[config.mk]
export PLATFORM = sky130hd
export DESIGN_NAME = seven_seg_reader
export DESIGN_NICKNAME = d
export VERILOG_FILES = /design/src/rtl/seven_seg_reader.sv
export SDC_FILE = /design/constraint.sdc
export NUM_CORES = 1
export LEC_CHECK = 0
export BUFFER_PORTS_ARGS = -buffer_cell sky130_fd_sc_hd__buf_2
export CAP_MARGIN = 20
export CORE_MARGIN = 4
export CORE_UTILIZATION = 61
export CTS_CLUSTER_SIZE = 24
export DETAILED_ROUTE_END_ITERATION = 10
export MAX_ROUTING_LAYER = met4
export PLACE_DENSITY = 0.8
export SLEW_MARGIN = 5
export SYNTH_ARGS = -nofsm -noshare
export SYNTH_HDL_FRONTEND = slang
export SYNTH_SLANG_ARGS = --single-unit
[constraint.sdc]
create_clock -name clk -period 4 [get_ports clk]
set_input_delay 0.2 -clock clk [delete_from_list [all_inputs] [get_ports clk]]
set_output_delay 0.2 -clock clk [all_outputs]
set_load 0.005 [all_outputs]
[src/rtl/seven_seg_reader.sv]
// seven_seg_reader: recovers 4-bit digit values from a multiplexed, active-low
// seven-segment bus. Each digit is captured once its {anodes, segments} sample
// has been stable for STABLE_CYCLES samples. When every digit has been seen,
// the frame is published with a one-cycle frame_valid pulse.
//
// Optional build macro: SEVEN_SEG_READER_STRICT_ORDER_EN
//   Defined   - digits must arrive in ascending order 0..DIGITS-1. An
//               out-of-order digit abandons the frame. A new digit 0
//               restarts the frame.
//   Undefined - digits may arrive in any order.
module seven_seg_reader #(
    parameter int DIGITS        = 4,
    parameter int STABLE_CYCLES = 4
) (
    input  logic                  clk,
    input  logic                  reset,
    input  logic [6:0]            segments,
    input  logic [DIGITS-1:0]     anodes,
    output logic [4*DIGITS-1:0]   digits,
    output logic [DIGITS-1:0]     blank,
    output logic                  err,
    output logic                  frame_valid
);

    localparam int BUS_W = DIGITS + 7;
    localparam int CNT_W = $clog2(STABLE_CYCLES + 1);
    localparam int IDX_W = (DIGITS > 1) ? $clog2(DIGITS) : 1;

    localparam logic [CNT_W-1:0]  CNT_MAX  = CNT_W'(STABLE_CYCLES);
    localparam logic [CNT_W-1:0]  CNT_ARM  = CNT_W'(STABLE_CYCLES - 1);
    localparam logic [CNT_W-1:0]  CNT_ONE  = CNT_W'(1);
    localparam logic [DIGITS-1:0] ALL_SEEN = {DIGITS{1'b1}};
    localparam logic [DIGITS-1:0] SEEN_D0  = DIGITS'(1);

    typedef enum logic [1:0] {
        HUNT    = 2'd0,
        COLLECT = 2'd1,
        PUBLISH = 2'd2
    } state_t;

    // Active-low hex decode. Result is {bad, blank, value[3:0]}.
    function automatic logic [5:0] decode_seg(input logic [6:0] seg);
        logic [5:0] r;
        case (seg)
            7'h40:   r = {2'b00, 4'h0};
            7'h79:   r = {2'b00, 4'h1};
            7'h24:   r = {2'b00, 4'h2};
            7'h30:   r = {2'b00, 4'h3};
            7'h19:   r = {2'b00, 4'h4};
            7'h12:   r = {2'b00, 4'h5};
            7'h02:   r = {2'b00, 4'h6};
            7'h78:   r = {2'b00, 4'h7};
            7'h00:   r = {2'b00, 4'h8};
            7'h18:   r = {2'b00, 4'h9};
            7'h7F:   r = {2'b01, 4'hF};
            default: r = {2'b10, 4'hE};
        endcase
        return r;
    endfunction

    // Index of the active digit. Only meaningful when exactly one bit is set.
    function automatic logic [IDX_W-1:0] low_index(input logic [DIGITS-1:0] low);
        logic [IDX_W-1:0] idx;
        idx = '0;
        for (int i = 0; i < DIGITS; i++) begin
            if (low[i]) idx = IDX_W'(i);
        end
        return idx;
    endfunction

    // True when exactly one bit of the vector is set.
    function automatic logic is_onehot(input logic [DIGITS-1:0] v);
        return (v != '0) && ((v & (v - DIGITS'(1))) == '0);
    endfunction

`ifdef SEVEN_SEG_READER_STRICT_ORDER_EN
    // Number of digits already collected; it is the next digit expected.
    function automatic logic [7:0] popcnt(input logic [DIGITS-1:0] v);
        logic [7:0] n;
        n = '0;
        for (int i = 0; i < DIGITS; i++) begin
            n = n + {7'd0, v[i]};
        end
        return n;
    endfunction
`endif

    logic [BUS_W-1:0]    bus_in;
    logic [BUS_W-1:0]    sample_p0;
    logic [CNT_W-1:0]    cnt_p0;
    logic                same;
    logic                cap_vld;
    logic [DIGITS-1:0]   cap_low;
    logic [6:0]          cap_seg;
    logic                cap_one;
    logic                cap_multi;
    logic [IDX_W-1:0]    cap_idx;
    logic [5:0]          cap_dec;
    logic                cap_bad;

    state_t              state;
    state_t              state_nxt;
    logic [DIGITS-1:0]   seen;
    logic [DIGITS-1:0]   seen_nxt;
    logic                frame_err;
    logic                ferr_nxt;
    logic                wr_en;
    logic                publish;

    logic [4*DIGITS-1:0] shadow_dig;
    logic [DIGITS-1:0]   shadow_blank;

    // A capture is qualified by the sample currently being taken. A capture
    // only fires when that sample equals the held one, so the held sample is
    // the pattern that is captured.
    assign bus_in    = {anodes, segments};
    assign same      = (bus_in == sample_p0);
    assign cap_vld   = same && (cnt_p0 == CNT_ARM);
    assign cap_low   = ~sample_p0[BUS_W-1:7];
    assign cap_seg   = sample_p0[6:0];
    assign cap_one   = is_onehot(cap_low);
    assign cap_multi = (cap_low != '0) && !cap_one;
    assign cap_idx   = low_index(cap_low);
    assign cap_dec   = decode_seg(cap_seg);
    assign cap_bad   = cap_dec[5];

    // Input sample register and saturating stability counter.
    always_ff @(posedge clk) begin
        if (reset) begin
            sample_p0 <= '1;
            cnt_p0    <= '0;
        end else begin
            sample_p0 <= bus_in;
            if (!same) begin
                cnt_p0 <= CNT_ONE;
            end else if (cnt_p0 != CNT_MAX) begin
                cnt_p0 <= cnt_p0 + CNT_ONE;
            end
        end
    end

    // Frame FSM state, seen mask and accumulated frame error.
    always_ff @(posedge clk) begin
        if (reset) begin
            state     <= HUNT;
            seen      <= '0;
            frame_err <= 1'b0;
        end else begin
            state     <= state_nxt;
            seen      <= seen_nxt;
            frame_err <= ferr_nxt;
        end
    end

    // Next-state logic: decides which captures land in the shadow frame.
    always_comb begin
        state_nxt = state;
        seen_nxt  = seen;
        ferr_nxt  = frame_err;
        wr_en     = 1'b0;
        publish   = 1'b0;
        case (state)
            HUNT: begin
                if (cap_vld && cap_one && (cap_idx == '0)) begin
                    state_nxt = COLLECT;
                    seen_nxt  = SEEN_D0;
                    ferr_nxt  = cap_bad;
                    wr_en     = 1'b1;
                end
            end
            COLLECT: begin
                if (cap_vld) begin
                    if (cap_multi) begin
                        ferr_nxt = 1'b1;
                    end else if (cap_one) begin
`ifdef SEVEN_SEG_READER_STRICT_ORDER_EN
                        if (8'(cap_idx) == popcnt(seen)) begin
                            seen_nxt = seen | (SEEN_D0 << cap_idx);
                            ferr_nxt = frame_err | cap_bad;
                            wr_en    = 1'b1;
                        end else if (cap_idx == '0) begin
                            seen_nxt = SEEN_D0;
                            ferr_nxt = cap_bad;
                            wr_en    = 1'b1;
                        end else begin
                            state_nxt = HUNT;
                            seen_nxt  = '0;
                            ferr_nxt  = 1'b0;
                        end
`else
                        seen_nxt = seen | (SEEN_D0 << cap_idx);
                        ferr_nxt = frame_err | cap_bad;
                        wr_en    = 1'b1;
`endif
                    end
                end
                if (state_nxt == COLLECT && seen_nxt == ALL_SEEN) begin
                    state_nxt = PUBLISH;
                end
            end
            PUBLISH: begin
                publish   = 1'b1;
                state_nxt = HUNT;
                seen_nxt  = '0;
                ferr_nxt  = 1'b0;
            end
            default: begin
                state_nxt = HUNT;
                seen_nxt  = '0;
                ferr_nxt  = 1'b0;
            end
        endcase
    end

    // Shadow frame slots; seen gates their use, so they need no reset.
    always_ff @(posedge clk) begin
        if (wr_en) begin
            shadow_dig[4*cap_idx +: 4] <= cap_dec[3:0];
            shadow_blank[cap_idx]      <= cap_dec[4];
        end
    end

    // Published outputs; they hold between frames.
    always_ff @(posedge clk) begin
        if (reset) begin
            digits      <= '0;
            blank       <= '0;
            err         <= 1'b0;
            frame_valid <= 1'b0;
        end else begin
            frame_valid <= publish;
            if (publish) begin
                digits <= shadow_dig;
                blank  <= shadow_blank;
                err    <= frame_err;
            end
        end
    end

endmodule
== Word level (Yosys, flattened, before mapping) ==
Index checks and enable logic that the tools add are counted.

* Add/sub/neg operators: 3
* Shifts and indexed selects: 3
* Bitwise operators: 5
* Muxes and demuxes: 30
* Order comparisons: 2
* Equal/unequal tests: 21
* Reduce and logical (&&, ||, !) cells: 16

{| class="wikitable"
|+ Operators by type and width
! operator !! count
|-
| case mux 6 bit (11 select lines) || 1
|-
| negation 4 -> 34 bit || 1
|-
| variable shift 4 x 34 -> 16 bit (first input constant) || 1
|-
| indexed part select 4 x 34 -> 16 bit || 1
|-
| equality test 7 bit (second input constant) || 4
|-
| equality test 7 x 5 -> 1 bit (second input constant) || 3
|-
| two-way mux 4 bit || 5
|-
| bitwise mux 16 bit || 1
|-
| equality test 7 x 6 -> 1 bit (second input constant) || 2
|-
| two-way mux 1 bit || 13
|-
| equality test 11 bit || 1
|-
| two-way mux 2 bit || 4
|-
| case mux 4 bit (2 select lines) || 1
|-
| equality test 7 x 2 -> 1 bit (second input constant) || 1
|-
| logical AND 1 bit || 7
|-
| zero test 7 bit || 1
|-
| != test 3 bit (second input constant) || 2
|-
| AND 4 bit || 1
|-
| bitwise mux 4 bit || 1
|-
| equality test 4 bit (second input constant) || 1
|-
| zero test 2 bit || 2
|-
| zero test 4 bit || 1
|-
| != test 2 x 1 -> 1 bit (second input constant) || 2
|-
| != test 2 bit (second input constant) || 2
|-
| 20 further kinds || 21
|}

* Bits of input ports: 13
* Logic and storage cells: 92
* Flip-flop bits (word level): 63

== Logic depth before layout (Yosys ltp) ==
Gate-level depths: netlist of run 1.

* Depth in word-level cells: 14
* Depth in mapped cells: 8
* Gate-level depth less buffers: 8

== Least setup slack after synthesis of run 1 ==
OpenSTA, ideal clock, no wires.

* Path type: register to register
* From: register sample_p0[4]
* To: register shadow_dig[0] (enable)
* Buffers on the path: 1
* Period minus slack after synthesis: 2.025 ns
* Required time: 3.691 ns
* Setup slack: 1.975 ns
* Arrival: 1.716 ns
* Cell stages (with the launch flop): 8
* Cell sequence: dfxtp_1 > buf_6 > xnor2_4 > nand4_4 > nor4_4 > and2_2 > nor3b_4 > and2_1

* Word-level cells in the longest chain between the ends: 6
* Elaborated cells between the ends (all ways): 7
* Those cells by class: 1 x eq/ne; 3 x mux; 3 x reduce/logical

{| class="wikitable"
|+ Ends and longest elaborated chain
! item !! line !! RTL
|-
| start: declaration || 89 || <nowiki>logic [BUS_W-1:0] sample_p0;</nowiki>
|-
| start signal: assignment || 133 || <nowiki>sample_p0 <= bus_in;</nowiki>
|-
| equality test 11 bit * || 117 || <nowiki>assign same = (bus_in == sample_p0);</nowiki>
|-
| logical AND 1 bit * || 118 || <nowiki>assign cap_vld = same && (cnt_p0 == CNT_ARM);</nowiki>
|-
| logical AND 1 bit (2 in series) || 164 || <nowiki>if (cap_vld && cap_one && (cap_idx == '0)) begin</nowiki>
|-
| two-way mux 1 bit || 164 ||
|-
| case mux 1 bit (2 select lines) * || 162 || <nowiki>case (state)</nowiki>
|-
| end signal: indexed assignment || 218 || <nowiki>shadow_dig[4*cap_idx +: 4] <= cap_dec[3:0];</nowiki>
|-
| end: declaration || 110 || <nowiki>logic [4*DIGITS-1:0] shadow_dig;</nowiki>
|}

Mark *: on every way between the ends. The rest lies on a longest branch, timed or not.
A chain may end at the register's enable or synchronous reset.

== Worst setup path after layout of run 1 ==
* From: register sample_p0[4]
* To: register shadow_dig[11] (enable)

Same word-level chain as after synthesis.

==> run_results.csv, run 1 <==
group,metric,value,unit
route,ant_nets,0,
route,wl_per_cell,13.4,µm
route,vias,2147,
global_routing,grt_pass1_wl,9140,µm
worst_setup_path,path_delay_family,"simple AND/OR/NAND/NOR gates",
floorplanning,die_h,78.1,µm
sta,maxSlewViolCount,0,
route,drt_iter0_drc,75,
final_layout,multiInputGateArea,1400,µm²
worst_setup_path,critPathRequiredTime,4.03,ns
floorplanning,dieArea,6100,µm²
global_routing,grt_pass1_vias,2072,
yosys,ys_types,52,
clock_tree,clock_sink_count,63,
place,place_congestion,0.844,
global_routing,antenna_found_initial,0,
clock_tree,cts_buffers,9,
place,port_buffers,34,
sta,final-setup-viol-count,0,
yosys,ys_ff_latch,63,
run,drv_cap,0,
route,remaining_drc_errors,0,
final_layout,drive_gt1_frac,0.234,
final_layout,n_antenna_cell,0,
clock_tree,cts-root-buf,"clkbuf_8",
final_layout,syn_to_final_growth,12.2,%
sta,timing.fmax,412,MHz
yosys,avgSynthCellArea,9.92,µm²
final_layout,fillers,379,
clock_tree,cts_setup_buffers,0,
floorplanning,dieWidth,78.1,µm
worst_setup_path,critPathArrivalTime,2.46,ns
yosys,syn_area,3000,µm²
final_layout,layout.cells.most_common_list,"50 x nand2_1, 43 x dfxtp_1, 34 x buf_2, 27 x a21oi_1, 24 x nor2_1",
global_routing,grtUsageTotal,0.198,
worst_setup_path,cp_cell_sequence,"xnor2_4 -> nand4_4 -> nor4_4 -> and2_2 -> nor3b_4 -> and2_1",
clock_tree,cts.clk_slew.worst_paths,0.07,ns
worst_setup_path,crit_buf_inv,0,
yosys,ys_warn_count,0,
worst_setup_path,slowest_stage,"dfxtp_1",
route,via_per_inst,5.35,
floorplanning,initial_core_util,0.630,
sta,hold_viol,0,
place,place_hpwl,3840,µm
sta,tns,0,ns
clock_tree,cts_resized,0,
floorplanning,rows,25,
yosys,synthCells,302,
yosys,ys_async_sr_fraction,0,
sta,period_share,0.606,
worst_setup_path,crit_type,"flip-flop to flip-flop",
clock_tree,cts_max_level,3,
power_and_ir_drop,leakagePower,1.30,nW
sta,rsz0062_at_grt,"no",
sta,finClkSkew,0.00488,ns
worst_setup_path,startpoint_type,"flip-flop",
worst_setup_path,critPathCaptureType,"flip-flop",
final_layout,final_nets,353,
yosys,ys.flop_type,"dfxtp_1",
worst_setup_path,cp_max_fo,10,
clock_tree,clk_latency,0.33,ns
sta,setup_ws,1.57,ns
global_routing,grt_overflow_total,0,
clock_tree,cts.path.max_buffers,2,
global_routing,grt_max_degree,44,
floorplanning,core_area,4750,µm²
status,status,"completed",
floorplanning,io_pins,35,
route,postRouteWirelength,5380,µm
sta,tightest_slew,0.774,ns
place,place_ws,1.58,ns
yosys,synth_edf_count,20,
clock_tree,cts_hold_buf,0,
worst_setup_path,slowest_delay,0.64,ns
clock_tree,cts_tree,"built",
sta,period_needed,2.43,ns
power_and_ir_drop,powerDensity,403,nW/µm²
sta,maxSlewHeadroom,0.484,
route,drtPass1Iterations,4,
yosys,synth_seq_area_share,0.488,
hold_path,hold_path_class,"primary input to flip-flop",
final_layout,final_common_cell,"nand2_1",
yosys,synth_nets,326,
power_and_ir_drop,vdd_drop_max,0.000299,V
final_layout,area.sequential,1460,µm²
-- report_power, final --
| part | internal [mW] | switching, mW |
|---|---|---|
| Clock | 0.340 | 0.232 |
| Sequential | 0.666 | 0.0152 |
| Combinational | 0.0422 | 0.0582 |
-- kinds of logic after synthesis --
logic type	count (synthesis)	synth area share
xor+xnor	14	0.0635
compound gates	51	0.106
fa+ha+maj	11	0.0459
simple gates	134	0.247
buf+inv	28	0.0459
flops	63	0.488
mux	1	0.00334
-- Yosys cell counts, drive strengths merged, types with 5 or more instances --
| cell | number | area, µm² |
|---|---|---|
| nor3 | 6 | 35.0 |
| a21oi | 27 | 135 |
| o21ai | 7 | 42.5 |
| inv | 9 | 33.8 |
| nand3 | 6 | 30.0 |
| buf | 8 | 62.6 |
| xnor2 | 12 | 173 |
| nand2 | 50 | 188 |
| ha | 11 | 138 |
| and2 | 9 | 57.6 |
| nor2 | 24 | 90.1 |
| edfxtp | 20 | 601 |
| nand4b | 5 | 43.8 |
| or2 | 11 | 68.8 |
| dfxtp | 43 | 861 |
| clkbuf | 11 | 41.3 |
| nand4 | 5 | 52.6 |
-- sequential cells by signal, indices dropped and copies added, names as in the netlist --
signal        cells
digits           16
shadow_dig       16
sample_p0        11
blank             4
seen              4
shadow_blank      4
cnt_p0            3
state             2
err               1
frame_err         1
frame_valid       1
-- worst register-to-register path, stage by stage (launching register included) --
cell     delay (ns)
dfxtp_1        0.64
xnor2_4        0.18
nand4_4        0.15
nor4_4         0.35
and2_2         0.25
nor3b_4        0.29
and2_1         0.27
-- per-layer routing --
layer  wire, µm  up-vias  GRT usage
li1           -     1091          -
met1       2320      996      0.224
met2       2710       54      0.321
met3        275        6     0.0413
met4         70        0      0.126
met5          0        -          -
-- through the flow --
step                area (µm²)  utilization  instances  power, mW  hold WS (ns)
finish                    3360        0.707        401       1.35        0.0765
global route              3360        0.707        401       1.41        0.0773
CTS                       3360        0.707        401       1.37        0.0655
detailed placement        3150        0.663        385      0.796         0.421
global placement          3150        0.663        385      0.792         0.416
floorplan                 3000            -        302      0.774         0.304
-- layout make-up --
class | count | share of cell area
flip-flops and latches | 63 | 0.435
multi-input cells | 211 | 0.416
repair buffers | 35 | 0.0528
clock buffers | 13 | 0.0506
well taps | 67 | 0.0249
clock inverters | 3 | 0.0115
inverters | 9 | 0.0100
-- worst paths after layout --
path	startpoint	to	slack (ns)	cells after the start
min	anodes[2]	sample_p0[9]$_SDFF_PP1_	0.08	2
max	sample_p0[4]$_SDFF_PP1_	shadow_dig[11]$_DFFE_PP_	1.57	6
max reg2reg	sample_p0[4]$_SDFF_PP1_	shadow_dig[11]$_DFFE_PP_	1.57	6
min reg2reg	digits[4]$_SDFFE_PP0P_	digits[4]$_SDFFE_PP0P_	0.45	2
Power figures use the tool's default switching activity.
==> inputs of run 2 (changes only) <==
Settings changed: CORE_UTILIZATION 61 to 52, PLACE_DENSITY 0.8 to 0.72.
Clock period 4 ns to 2.1 ns, I/O delays scaled along.
==> run 2 against run 1 <==
  * Design area increased by 8.5%
  * Non-clock buffer count is 32 higher
  * Largest cell class unchanged
  * Critical endpoint is now shadow_dig[13]$_DFFE_PP_
  * Combinational power grew to 2.6 times the previous value
==> run_results.csv, run 2 (same netlist as run 1, synthesis figures left out) <==
group,metric,value,unit
final_layout,final_nets,385,
worst_setup_path,r2r_cells,8,
floorplanning,die_h,83.9,µm
place,place_ws,-0.0444,ns
sta,hold_viol,0,
sta,period_share,0.969,
clock_tree,clk_latency,0.33,ns
hold_path,whs_endpoint,"sample_p0[0]$_SDFF_PP1_",
final_layout,stdcell_count,438,
worst_setup_path,cp_max_fo,8,
final_layout,reg_top3,"digits: 16 flops, shadow_dig: 16 flops, sample_p0: 11 flops",
final_layout,syn_to_final_growth,21.8,%
worst_setup_path,critPathRequiredTime,2.18,ns
global_routing,grt_overflow_total,0,
route,postRouteWirelength,5930,µm
global_routing,grtUsageTotal,0.187,
worst_setup_path,critPathArrivalTime,2.12,ns
run,drv_cap,0,
global_routing,grt_max_degree,44,
route,drt_iter0_drc,114,
clock_tree,cts_max_level,3,
route,met2WireLength,2970,µm
route,via_per_inst,5.20,
clock_tree,cts_buffers,9,
route,drtPass1Iterations,4,
place,placed_cells,411,
sta,maxSlewViolCount,0,
route,ant_nets,0,
sta,timing.fmax,491,MHz
worst_setup_path,crit_type,"flip-flop to flip-flop",
clock_tree,clock_sink_count,63,
final_layout,n_antenna_cell,0,
status,status,"completed",
worst_setup_path,critPathCaptureType,"flip-flop",
worst_setup_path,r2r_slack,0.06,ns
hold_path,hold-path-cell-count,2,
route,vias,2279,
place,port_buffers,34,
final_layout,drive_gt1_frac,0.317,
final_layout,stdcell_area,3650,µm²
floorplanning,core_area,5540,µm²
hold_path,hold_path_class,"primary input to flip-flop",
clock_tree,cts.clk_slew.worst_paths,0.07,ns
route,wl_per_cell,13.5,µm
sta,finClkSkew,0.00859,ns
power_and_ir_drop,vdd_drop_max,0.000374,V
final_layout,layout.cells.most_common_list,"50 x nand2_1, 39 x dfxtp_1, 34 x buf_2, 27 x a21oi_1, 26 x buf_4",
sta,maxSlewHeadroom,0.500,
route,routed-wl-met3,270,µm
floorplanning,dieArea,7040,µm²
place,placed_area,3320,µm²
global_routing,grt_pass1_vias,2299,
clock_tree,cts-root-buf,"clkbuf_8",
clock_tree,cts_tree,"built",
worst_setup_path,startpoint_type,"flip-flop",
sta,final-setup-viol-count,0,
hold_path,holdCritStartpoint,"segments[0]",
place,place_congestion,0.914,
route,remaining_drc_errors,0,
power_and_ir_drop,powerDensity,696,nW/µm²
power_and_ir_drop,leakagePower,1.45,nW
power_and_ir_drop,finalPower,2.54,mW
worst_setup_path,regToRegEndpoint,"shadow_dig[13]$_DFFE_PP_",
global_routing,grt_pass1_wl,10300,µm
clock_tree,cts.path.max_buffers,2,
floorplanning,rows,27,
floorplanning,io_pins,35,
sta,setup_ws,0.0645,ns
global_routing,antenna_found_initial,0,
route,m1WireLength,2570,µm
final_layout,final_common_cell,"nand2_1",
floorplanning,dieWidth,83.9,µm
sta,tightest_slew,0.751,ns
worst_setup_path,r2r-start,"sample_p0[3]$_SDFF_PP1_",
sta,period_needed,2.04,ns
route,topRoutingLayerUsed,"met4",
floorplanning,initial_core_util,0.541,
place,place_hpwl,4200,µm
run 2: worst max-delay path by stage:
stage | start | end | slack (ns) | depth (start not counted)
floorplan | sample_p0[4]$_SDFF_PP1_ | shadow_dig[0]$_DFFE_PP_ | 0.08 | 7
global placement | sample_p0[6]$_SDFF_PP1_ | shadow_dig[13]$_DFFE_PP_ | 0.03 | 7
detailed placement | sample_p0[6]$_SDFF_PP1_ | shadow_dig[13]$_DFFE_PP_ | -0.04 | 7
CTS | sample_p0[10]$_SDFF_PP1_ | shadow_dig[5]$_DFFE_PP_ | -0.02 | 6
global route | sample_p0[3]$_SDFF_PP1_ | shadow_dig[13]$_DFFE_PP_ | -0.02 | 8
finish | sample_p0[3]$_SDFF_PP1_ | shadow_dig[13]$_DFFE_PP_ | 0.06 | 8
run 2: worst max-delay path, stage by stage (launching register included):
cell and delay, ns:
dfxtp_1 0.34, buf_4 0.18, nor3_4 0.25, o21ai_1 0.12
o211ai_1 0.29, a221oi_2 0.13, a221oi_2 0.26, buf_4 0.17
nor2_1 0.05
run 2: through the flow:
step | hold slack, ns | TNS (ns) | utilization
5_1_grt | 0.0211 | -0.244 | 0.659
3_5_place_dp | 0.326 | -0.288 | 0.599
4_1_cts | 0.00200 | -0.146 | 0.647
3_3_place_gp | 0.318 | 0 | 0.599
6_report | 0.0195 | 0 | 0.659
2_1_floorplan | 0.209 | 0 | -
run 2: layout make-up:
type	count	area (µm²)
Fill cell	474	1890
Multi-Input combinational cell	211	1430
Inverter	9	33.8
Clock buffer	10	128
Tap cell	72	90.1
Timing Repair Buffer	67	435
Clock inverter	6	61.3
Sequential cell	63	1470
run 2: routing by layer:
| metal | track usage | up-vias |
|---|---|---|
| met5 | - | - |
| li1 | - | 1158 |
| met2 | 0.313 | 58 |
| met3 | 0.0365 | 11 |
| met4 | 0.0906 | 0 |
| met1 | 0.215 | 1052 |
run 2: power breakdown:
group / internal [mW] / switching (mW)
Clock: 0.542 / 0.456
Sequential: 1.27 / 0.0143
Combinational: 0.118 / 0.140
Total: 1.93 / 0.611
run 2: repair_timing:
item,CTS,global route
gates resized for setup,1,16
buffers inserted,1,3
pin swaps,1,9
hold buffers,7,0
setup endpoints to repair,17,30
hold endpoints to repair,7,0
==> inputs of run 3 (changes only) <==
Settings changed: BUFFER_PORTS_ARGS -buffer_cell sky130_fd_sc_hd__buf_2 to -buffer_cell sky130_fd_sc_hd__buf_4.
==> run 3 against run 2 <==
  * Hold slack better by 0.17 ns
  * Clock power up 52%
  * Via count up 1.3%
  * First-iteration DRC count up 39%
  * Power up 21%
  * Worst setup slack worse by 0.054 ns
  * Global-route usage up 1.5 points
  * Combinational power up 6%
  * Die area unchanged
  * Final cell count up 0.46%
  * Sequential share of layout area down 2.3 points
  * Count of clock-buffer cells in the layout down 1
  * Highest routed layer unchanged
==> run_results.csv, run 3 (same netlist as run 1, synthesis figures left out) <==
group,metric,value,unit
status,status,"completed",
worst_setup_path,critPathCaptureType,"flip-flop",
sta,rsz0062_at_grt,"yes",
place,placed_area,3420,µm²
sta,finClkSkew,0.00659,ns
clock_tree,clock_sink_count,63,
sta,setup_ws,0.0110,ns
final_layout,multiInputGateArea,1450,µm²
route,vias,2309,
route,wl_per_cell,14.5,µm
global_routing,grtUsageTotal,0.202,
place,place_congestion,0.856,
global_routing,grt_max_degree,44,
power_and_ir_drop,pwr-share-clk,0.494,
power_and_ir_drop,p_comb_frac,0.089,
sta,hold_viol,0,
floorplanning,core_area,5540,µm²
sta,tns,0,ns
route,via_per_inst,5.25,
final_layout,drive_gt1_frac,0.326,
clock_tree,cts_buffers,9,
sta,timing.fmax,479,MHz
floorplanning,initial_core_util,0.541,
worst_setup_path,startpoint,"segments[3]",
worst_setup_path,critPathRequiredTime,2.16,ns
worst_setup_path,critPathArrivalTime,2.15,ns
place,placed_cells,413,
global_routing,antenna_found_initial,0,
run,drv_cap,0,
power_and_ir_drop,switchingPower,648,µW
final_layout,reg_top3,"digits: 16 flops, shadow_dig: 16 flops, sample_p0: 11 flops",
sta,maxSlewHeadroom,0.642,
sta,period_needed,2.09,ns
final_layout,syn_to_final_growth,29.6,%
power_and_ir_drop,leakagePower,1.54,nW
floorplanning,dieWidth,83.9,µm
power_and_ir_drop,p_int,2.43,mW
power_and_ir_drop,swShare,0.210,
clock_tree,cts.path.max_buffers,2,
final_layout,n_antenna_cell,0,
clock_tree,cts_max_level,3,
sta,period_share,0.995,
hold_path,hold_path_class,"primary input to flip-flop",
power_and_ir_drop,powerDensity,794,nW/µm²
worst_setup_path,startpoint_type,"primary input",
final_layout,layout.cells.most_common_list,"58 x buf_4, 50 x nand2_1, 36 x dfxtp_1, 27 x a21oi_1, 24 x nor2_1",
clock_tree,cts.clk_slew.worst_paths,0.07,ns
place,port_buffers,34,
floorplanning,rows,27,
final_layout,stdcell_area,3880,µm²
sta,worst_hold_slack,0.189,ns
global_routing,grt_pass1_vias,2356,
route,postRouteWirelength,6370,µm
global_routing,grt_overflow_total,0,
final_layout,final_common_cell,"buf_4",
place,place_ws,-0.0353,ns
clock_tree,cts-root-buf,"clkbuf_8",
route,drtPass1Iterations,4,
floorplanning,dieArea,7040,µm²
final_layout,final_nets,387,
route,ant_nets,0,
worst_setup_path,crit_type,"primary input to flip-flop",
hold_path,holdCritStartpoint,"reset",
sta,final-setup-viol-count,0,
floorplanning,die_h,83.9,µm
final_layout,stdcell_count,440,
sta,tightest_slew,0.536,ns
worst_setup_path,cp_max_fo,7,
clock_tree,clk_latency,0.34,ns
final_layout,area.sequential,1470,µm²
floorplanning,io_pins,35,
power_and_ir_drop,seqPwrFrac,0.417,
route,remaining_drc_errors,0,
power_and_ir_drop,vdd_drop_max,0.000486,V
final_layout,fillers,442,
worst_setup_path,r2r-start,"sample_p0[10]$_SDFF_PP1_",
global_routing,grt_pass1_wl,11000,µm
place,place_hpwl,4370,µm
route,drt_iter0_drc,159,
clock_tree,cts_tree,"built",
sta,maxSlewViolCount,0,
run 3: area by class of cell:
type | instances | share of cell area
clock inverter | 7 | 0.0432
multi-input combinational | 211 | 0.374
inverter | 9 | 0.00870
timing repair buffer | 69 | 0.141
tap | 72 | 0.0232
sequential | 63 | 0.379
clock buffer | 9 | 0.0319
run 3: critical path: stages:
cell and delay [ns]:
dlygate4sd3_1 0.54, buf_4 0.15, xnor2_2 0.15, nand4_2 0.14, nor4_4 0.32, and2_4 0.20, nor3b_4 0.30, and2_4 0.24
run 3: per-layer routing:
layer | wire [µm] | part of all wire | GRT usage
met1 | 2600 | 0.41 | 0.233
met2 | 3290 | 0.52 | 0.333
met3 | 315 | 0.049 | 0.0612
met4 | 161 | 0.025 | 0.0746
met5 | 0 | 0 | -
run 3: stage by stage:
stage               power, mW  utilization
floorplan                1.47            -
global placement         1.55        0.617
detailed placement       1.56        0.617
CTS                      3.08        0.691
global route             3.19        0.701
finish                   3.08        0.701
run 3: worst paths after layout:
path / cells past startpoint / slack [ns] / endpoint
worst max-delay path: 8 / 0.01 / shadow_dig[14]$_DFFE_PP_
worst min-delay path: 2 / 0.19 / frame_valid$_SDFF_PP0_
worst max register to register: 6 / 0.07 / shadow_dig[14]$_DFFE_PP_
worst min register to register: 2 / 0.45 / digits[9]$_SDFFE_PP0P_
run 3: power by group through the flow:
stage	combinational [mW]	sequential, mW	clock [mW]
3_5_place_dp	0.247	1.31	0
6_report	0.274	1.29	1.52
5_1_grt	0.303	1.29	1.60
3_3_place_gp	0.241	1.31	0
2_1_floorplan	0.171	1.30	0
4_1_cts	0.265	1.28	1.54
run 3: what timing repair did:
action / CTS / global route
setup endpoints to repair: 16 / 26
gates resized for setup: 3 / 20
endpoints found under the hold margin: 11 / 0
setup buffers: 0 / 3
hold buffers: 11 / 0
pin swaps: 0 / 9
